`src/rtl/clk_lock_monitor_pkg.sv`:
```
// Shared types and constants for the divided-clock lock monitor.
package clk_lock_monitor_pkg;

  typedef enum logic [1:0] {
    StSearch  = 2'd0,
    StAcquire = 2'd1,
    StLocked  = 2'd2
  } lock_state_e;

  localparam int unsigned HalfPeriod2f = 2;
  localparam int unsigned HalfPeriodF  = 4;
  localparam int unsigned RunCntW      = 4;

endpackage

```
`src/rtl/clk_lock_monitor_run_counter.sv`:
```
// Samples one divided clock, detects its edges and checks each half-period length
// against HalfPeriod; also flags a single timeout when a half-period overruns.
module clk_run_counter
  import clk_lock_monitor_pkg::*;
#(
  parameter int unsigned HalfPeriod = 2
) (
  input  logic clk_i,
  input  logic rst_ni,
  input  logic clk_div_i,
  output logic edge_o,
  output logic err_o
);

  localparam logic [RunCntW-1:0] CntExp  = RunCntW'(HalfPeriod);
  localparam logic [RunCntW-1:0] CntLate = RunCntW'(HalfPeriod + 1);
  localparam logic [RunCntW-1:0] CntMax  = '1;

  logic               samp_q, prev_q;
  logic [RunCntW-1:0] cnt_q, cnt_d;

  always_ff @(posedge clk_i or negedge rst_ni) begin
    if (!rst_ni) begin
      samp_q <= 1'b0;
      prev_q <= 1'b0;
      cnt_q  <= '0;
    end else begin
      samp_q <= clk_div_i;
      prev_q <= samp_q;
      cnt_q  <= cnt_d;
    end
  end

  assign edge_o = samp_q ^ prev_q;

  always_comb begin
    cnt_d = cnt_q;
    if (edge_o) begin
      cnt_d = RunCntW'(1);
    end else if (cnt_q != CntMax) begin
      cnt_d = cnt_q + RunCntW'(1);
    end
  end

  // Timeout matches a single count value, so a stall is reported exactly once.
  assign err_o = edge_o ? (cnt_q != CntExp) : (cnt_q == CntLate);

endmodule

```
`src/rtl/clk_lock_monitor.sv`:
```
// Lock monitor for the 2f/f divided clocks, clocked only by clk_8f.
// Define CLK_LOCK_MONITOR_PHASE_EN to add the f-vs-2f edge coincidence check.
module clk_lock_monitor
  import clk_lock_monitor_pkg::*;
#(
  parameter int unsigned LOCK_CYCLES = 4
) (
  input  logic       clk_8f,
  input  logic       reset,
  input  logic       clk_2f_in,
  input  logic       clk_f_in,
  output logic       locked,
  output logic       err_2f,
  output logic       err_f,
  output logic       err_phase,
  output logic [1:0] state
);

  localparam logic [RunCntW:0]   LockTarget = (RunCntW + 1)'(LOCK_CYCLES);
  localparam logic [RunCntW-1:0] GoodMax    = '1;

  lock_state_e        state_q, state_d;
  logic [RunCntW-1:0] good_q, good_d;
  logic [RunCntW:0]   good_inc;
  logic               err_2f_q, err_2f_d, err_f_q, err_f_d;
  logic               f2_edge, f2_err, f_edge, f_err;
  logic               checking, phase_err;

  clk_run_counter #(
    .HalfPeriod(HalfPeriod2f)
  ) u_run_2f (
    .clk_i    (clk_8f),
    .rst_ni   (reset),
    .clk_div_i(clk_2f_in),
    .edge_o   (f2_edge),
    .err_o    (f2_err)
  );

  clk_run_counter #(
    .HalfPeriod(HalfPeriodF)
  ) u_run_f (
    .clk_i    (clk_8f),
    .rst_ni   (reset),
    .clk_div_i(clk_f_in),
    .edge_o   (f_edge),
    .err_o    (f_err)
  );

  assign checking = (state_q != StSearch);

`ifdef CLK_LOCK_MONITOR_PHASE_EN
  logic err_phase_q;

  assign phase_err = checking & f_edge & ~f2_edge;

  always_ff @(posedge clk_8f or negedge reset) begin
    if (!reset) begin
      err_phase_q <= 1'b0;
    end else begin
      err_phase_q <= phase_err;
    end
  end

  assign err_phase = err_phase_q;
`else
  logic unused_f2_edge;

  assign unused_f2_edge = f2_edge;
  assign phase_err      = 1'b0;
  assign err_phase      = 1'b0;
`endif

  always_comb begin
    state_d  = state_q;
    good_d   = good_q;
    err_2f_d = checking & f2_err;
    err_f_d  = checking & f_err;
    good_inc = {1'b0, good_q} + 1'b1;

    // Any error wins over the edge that caused it, so that edge never re-enters ACQUIRE.
    if (err_2f_d || err_f_d || phase_err) begin
      state_d = StSearch;
      good_d  = '0;
    end else begin
      unique case (state_q)
        StSearch: begin
          if (f_edge) begin
            state_d = StAcquire;
            good_d  = '0;
          end
        end
        StAcquire: begin
          if (f_edge) begin
            if (good_q != GoodMax) begin
              good_d = good_inc[RunCntW-1:0];
            end
            if (good_inc >= LockTarget) begin
              state_d = StLocked;
            end
          end
        end
        StLocked: ;
        default: begin
          state_d = StSearch;
          good_d  = '0;
        end
      endcase
    end
  end

  always_ff @(posedge clk_8f or negedge reset) begin
    if (!reset) begin
      state_q  <= StSearch;
      good_q   <= '0;
      err_2f_q <= 1'b0;
      err_f_q  <= 1'b0;
    end else begin
      state_q  <= state_d;
      good_q   <= good_d;
      err_2f_q <= err_2f_d;
      err_f_q  <= err_f_d;
    end
  end

  assign locked = (state_q == StLocked);
  assign err_2f = err_2f_q;
  assign err_f  = err_f_q;
  assign state  = state_q;

endmodule
```
`config.mk`:
```
export PLATFORM = sky130hd
export DESIGN_NAME = clk_lock_monitor
export DESIGN_NICKNAME = d
export VERILOG_FILES = /design/src/rtl/clk_lock_monitor_pkg.sv /design/src/rtl/clk_lock_monitor_run_counter.sv /design/src/rtl/clk_lock_monitor.sv
export SDC_FILE = /design/constraint.sdc
export NUM_CORES = 1
export LEC_CHECK = 0
export ABC_AREA = 1
export CORE_MARGIN = 2
export CORE_UTILIZATION = 50
export DETAILED_ROUTE_END_ITERATION = 7
export GPL_TIMING_DRIVEN = 0
export PLACE_DENSITY = 0.8
export SYNTH_ARGS = -nofsm -noshare
export SYNTH_HDL_FRONTEND = slang
export SYNTH_SLANG_ARGS = --single-unit
```
`constraint.sdc`:
```
create_clock -name clk_8f -period 2.8 [get_ports clk_8f]
set_input_delay 0.56 -clock clk_8f [delete_from_list [all_inputs] [get_ports clk_8f]]
set_output_delay 0.56 -clock clk_8f [all_outputs]
set_load 0.1 [all_outputs]
```
==> metrics.yaml, run 1 <==
yosys.area_share.simple_pct: 26.7
n_antenna_cell: 0
first_pass_iters: 4
crit_fanout: 5
syn_avg_cell_area_um2: 8.56
grt_setup_unrepaired: "false"
detail_route.wl_per_cell_um: 10.6
multi_input_comb_area_um2: 527
ys.flop_type: "dfrtp_1"
drive_above_1_share_pct: 13.4
place_hpwl_um: 1440
cp.arrival_ps: 1910
post-route-min-period_ps: 2470
layoutNonFillerInstCount: 170
cellLeakagePower_nw: 0.674
cp_data_required_time_ps: 2240
cts_resized: 0
drtIter0Drc: 10
synthXorXnorAreaFrac_pct: 1.56
fmax_ghz: 0.406
cts_tree: "yes"
tightestPinTransition_ps: 967
start_util_pct: 51.7
wirelength_um: 1810
cts_htree_levels: 1
insertion_delay_ps: 300
worstHoldPathType: "reg2reg"
viasPerCell: 5.07
core_mm2: 0.00217
die_area_mm2: 0.00264
synth_top_cell_by_area: "dfrtp_1"
path_class: "reg2out"
clk_pin_slew_ps: 110
synth_nets: 142
ys_ff_latch: 20
critical_path.top_delay_family: "buffers and inverters"
die_x_um: 51.4
clkSinkCount: 20
cts_inserted_buffers: 3
synthAdderAreaFrac_pct: 7.81
synth_top_area_share_pct: 44.6
drc: 0
ys_seq_area_share_pct: 44.6
clockBufferDepth: 2
cp_num_buf_inv: 1
clock-root-buffer: "clkbuf_4"
port_buffers: 8
finalHoldViolCount: 0
crit_path_max_incr_delay_ps: 1160
ys_async_sr_fraction_pct: 100
relSlewSlack_pct: 35.3
synth_common_cells: "nand2_1 (23), dfrtp_1 (20), inv_1 (20)"
fp-row-count: 17
grt_util_all_layers_pct: 17.1
num-fill-cells: 193
synth_cells: 131
die_y_um: 51.4
globalRouteOverflowTotal: 0
synth_edf_count: 0
netlist_area_mm2: 0.00112
finalCritPeriodShare_pct: 88.0
drv_slew: 0
synth_top_family_by_area: "simple AND/OR/NAND/NOR gates"
reg2reg_slack_ps: 1220
synthMostInstantiatedCell: "nand2_1"
setup_viol_count_final: 0
critPathLaunchType: "flop"
ios: 10
fin_worst_skew_ps: 7.24
ys_top_cells_by_area: "dfrtp_1 (45%), ha_1 (7.8%), nand2_1 (7.7%), inv_1 (6.7%), nand3_1 (5.4%)"
synth-compound-area-share_pct: 10.6
ys_warn_count: 0
tns_ps: 0
status: "finished, final reports clean"
areaGrowthSynthToFinish_pct: 12.5
maxCapViolations: 0
ant_nets: 0
cts-hold-fix-buffers: 0
cp_slowest_cell: "clkdlybuf4s50_1"
grt_pass1_wl_um: 3280
gp_congestion: 0.788
cp-end-kind: "output pin"
num_vias: 862
path_cells: "clkdlybuf4s50_1"
muxShareOfSynthArea_pct: 0
finalPower_w: 0.00116
power_density_mw_per_mm2: 917
antenna_found_initial: 0
ir_drop_mv: 0.445
grt_pass1_vias: 862
ys_types: 25
nets: 155
cts_setup_buffers: 0
grt_max_degree: 21
seq_area_um2: 500
dp.cells: 167
==> where the power goes <==
group | internal (W) | total, W | switching (W)
logic | 0.000184 | 0.000612 | 0.000428
clock network | 0.0000501 | 0.000132 | 0.0000815
registers | 0.000354 | 0.000413 | 0.0000589
total | 0.000588 | 0.00116 | 0.000568
==> layout make-up <==
class / instances / share of cell area (%)
well taps: 28 / 2.78
inverters: 23 / 6.85
plain buffers: 1 / 0.595
multi-input cells: 87 / 41.8
flip-flops and latches: 20 / 39.7
repair buffers: 8 / 6.55
clock buffers: 3 / 1.79
==> stage by stage <==
stage	cell area [µm²]	worst slack [ps]	util, %	hold slack (ps)
after floorplan	1120	442	-	264
after global placement	1240	465	57.0	403
after detailed placement	1240	446	57.0	418
after CTS	1260	107	58.0	442
after global routing	1260	261	58.1	456
final	1260	335	58.1	435
==> logic make-up after synthesis <==
kind of cell	Yosys count
AND/OR/NAND/NOR	58
buffers and inverters	24
flip-flops	20
AO/OA/AOI/OAI	19
adder cells (fa/ha/maj)	7
XOR/XNOR	2
other	1
==> state kept, by name, summed over array words and instances (netlist names) <==
register         flops
u_run_f.samp_q       1
err_2f               1
state                2
good_q               4
u_run_2f.prev_q      1
u_run_f.cnt_q        4
u_run_2f.samp_q      1
err_f                1
u_run_2f.cnt_q       4
u_run_f.prev_q       1
==> path summary, 6_finish.rpt <==
path,startpoint,end,depth (start not counted)
max,state[1],state[1],1
min,u_run_2f.samp_q,u_run_2f.prev_q,0
max in group asynchronous,reset,u_run_f.cnt_q[3],1
min in group asynchronous,reset,u_run_2f.cnt_q[2],1
max reg2reg,u_run_2f.cnt_q[0],good_q[2],11
min reg2reg,u_run_2f.samp_q,u_run_2f.prev_q,0
==> cell usage in the layout, fill, tap and decap left out, types with 2 or more instances in the layout <==
| cell | n |
|---|---|
| nand2_1 | 23 |
| inv_1 | 20 |
| dfrtp_1 | 20 |
| nand3_1 | 12 |
| nor2_1 | 10 |
| o21ai_0 | 9 |
| ha_1 | 7 |
| clkdlybuf4s50_1 | 7 |
| nand2_2 | 4 |
| nor3_1 | 3 |
| inv_2 | 3 |
| clkbuf_4 | 3 |
| nand3_4 | 2 |
| o21ai_2 | 2 |
| nand2_4 | 2 |
| a21oi_1 | 2 |
| a211oi_1 | 2 |
==> routing by layer <==
metal	GRT usage, %	share of wire, %	vias to the layer above
li1	-	-	438
met2	31.4	51	10
met4	9.21	2.2	0
met1	18.7	45	409
met3	2.63	2.2	5
met5	0	0	-
Note: power is estimated with default switching activity, not from simulation.
==> inputs of run 2 (changes only) <==
Settings changed: CORE_UTILIZATION 50 to 41, PLACE_DENSITY 0.8 to 0.69, RECOVER_POWER set to 100.
==> metrics.yaml, run 2 (synthesis results as in run 1) <==
status: "finished, final reports clean"
power_density_mw_per_mm2: 896  # -2.3%
critical_path.top_delay_family: "buffers and inverters"
fin_worst_skew_ps: 3.36  # -3.88 ps
crit_path_max_incr_delay_ps: 1120  # -40 ps
reg_top3: "good_q: 4 flops, u_run_2f.cnt_q: 4 flops, u_run_f.cnt_q: 4 flops"
die_x_um: 56.3  # +9.6%
relSlewSlack_pct: 34.7  # -0.65 points
first_pass_iters: 4  # unchanged
n_antenna_cell: 0  # unchanged
grt_pass1_vias: 832  # -3.5%
cp-end-kind: "output pin"
num-fill-cells: 240  # +24%
cp_num_buf_inv: 3  # +2
finalCritPeriodShare_pct: 94.6  # +6.6 points
final_cell_mix: "nand2_1 (24), inv_1 (20), dfrtp_1 (20)"
place_hpwl_um: 1340  # -6.9%
drc: 0  # unchanged
globalRouteOverflowTotal: 0  # unchanged
cp_data_required_time_ps: 2240  # about the same
cts-hold-fix-buffers: 0  # unchanged
detail_route.wl_per_cell_um: 9.85  # -7.4%
antenna_found_initial: 0  # unchanged
viasPerCell: 4.95  # -2.4%
seq_area_um2: 500  # unchanged
hp-start: "u_run_2f.samp_q"
setup_viol_count_final: 0  # unchanged
critPathLaunchType: "flop"
start_util_pct: 44.1  # -7.6 points
insertion_delay_ps: 280  # -20 ps
grt_setup_unrepaired: "false"
worstHoldPathType: "reg2reg"
cts_setup_buffers: 0  # unchanged
port_buffers: 8  # unchanged
nets: 155  # unchanged
die_y_um: 56.3  # +9.6%
drive_above_1_share_pct: 10.6  # -2.8 points
ios: 10  # unchanged
cts_htree_levels: 1  # unchanged
tns_ps: 0  # unchanged
num_vias: 851  # -1.3%
reg2reg_from: "u_run_2f.cnt_q[0]"
clk_pin_slew_ps: 100  # about the same
cellLeakagePower_nw: 0.654  # -2.9%
gp_congestion: 0.752  # -4.6%
clkSinkCount: 20  # unchanged
seq_power_share_pct: 37.5  # +1.8 points
post-route-min-period_ps: 2650  # +184 ps
finalPower_w: 0.00110  # -5.2%
grt_max_degree: 21  # unchanged
clockBufferDepth: 2  # unchanged
sw_frac_of_total_pct: 48.9  # -0.24 points
grt_pass1_wl_um: 3200  # -2.5%
die_area_mm2: 0.00317  # +20%
drtIter0Drc: 14  # +4
p_sw_w: 0.000536  # -5.6%
cts_inserted_buffers: 3  # unchanged
cp_slowest_cell: "clkdlybuf4s50_1"
cp.arrival_ps: 2090  # +180 ps
cts_resized: 0  # unchanged
path_common_cell: "inv_1"
ir_drop_mv: 0.623  # +40%
fmax_ghz: 0.378  # -6.9%
layout_commonest_cell: "nand2_1"
path_class: "reg2out"
power_frac_clock_pct: 11.6  # +0.2 points
p_int_w: 0.000560  # -4.7%
fp-row-count: 18  # +1
grt_util_all_layers_pct: 12.6  # -4.5 points
areaGrowthSynthToFinish_pct: 9.15
drv_slew: 0  # unchanged
path_cells: "inv_1, nand2_1, inv_1, clkdlybuf4s50_1"
cts_tree: "yes"
finalHoldViolCount: 0  # unchanged
clock-root-buffer: "clkbuf_4"
core_mm2: 0.00254  # +17%
ant_nets: 0  # unchanged
wirelength_um: 1690  # -6.4%
multi_input_comb_area_um2: 489  # -7.1%
tightestPinTransition_ps: 977  # +9.63 ps
crit_fanout: 4  # -1
combPwrFrac_pct: 50.9  # -2.0 points
crit_path_start: "state[0]"
maxCapViolations: 0  # unchanged
run 2: final timing paths:
path | end | slack [ps] | depth (start not counted)
max reg2reg | good_q[2] | 910 | 11
min reg2reg | u_run_2f.prev_q | 430 | 0
max | locked | 150 | 4
min | u_run_2f.prev_q | 430 | 0
min in group asynchronous | u_run_2f.prev_q | 820 | 1
max in group asynchronous | u_run_f.cnt_q[0] | 1450 | 1
run 2: metrics by stage:
stage          utilization, %  cells  instance area, µm²  worst slack [ps]  hold slack, ps
4_1_cts                  49.6    172                1260               123             434
3_5_place_dp             48.7    169                1240               462             409
2_1_floorplan               -    131                1120               442             264
6_report                 48.1    172                1220               151             432
5_1_grt                  48.1    172                1220              46.3             457
3_3_place_gp             48.7    169                1240               467             405
run 2: layout make-up:
type	count	area share [%]
multi-input combinational	87	40.0
clock buffer	3	1.84
tap	30	3.07
buffer	1	0.613
sequential	20	40.9
timing repair buffer	8	6.54
inverter	23	7.06
run 2: worst register-to-register path, delay by kind of cell, from the launching register on:
family | cells | cell delay [ps]
adders and majority gates | 1 | 150
DFF | 1 | 410
buffers and inverters | 3 | 170
and+or+nand+nor | 7 | 1090
run 2: per-layer routing:
layer | global-route usage [%] | share of wire, %
met5 | 0 | 0
met4 | 5.10 | 0.71
met3 | 2.07 | 3.5
met2 | 22.9 | 48
met1 | 14.5 | 48
run 2: power by group through the flow:
stage | Sequential (W) | Clock (W) | Combinational (W)
after CTS | 0.000411 | 0.000137 | 0.000615
after detailed placement | 0.000417 | 0 | 0.000614
after global placement | 0.000414 | 0 | 0.000600
after floorplan | 0.000576 | 0 | 0.000330
final | 0.000411 | 0.000127 | 0.000558
after global routing | 0.000419 | 0.000146 | 0.000619
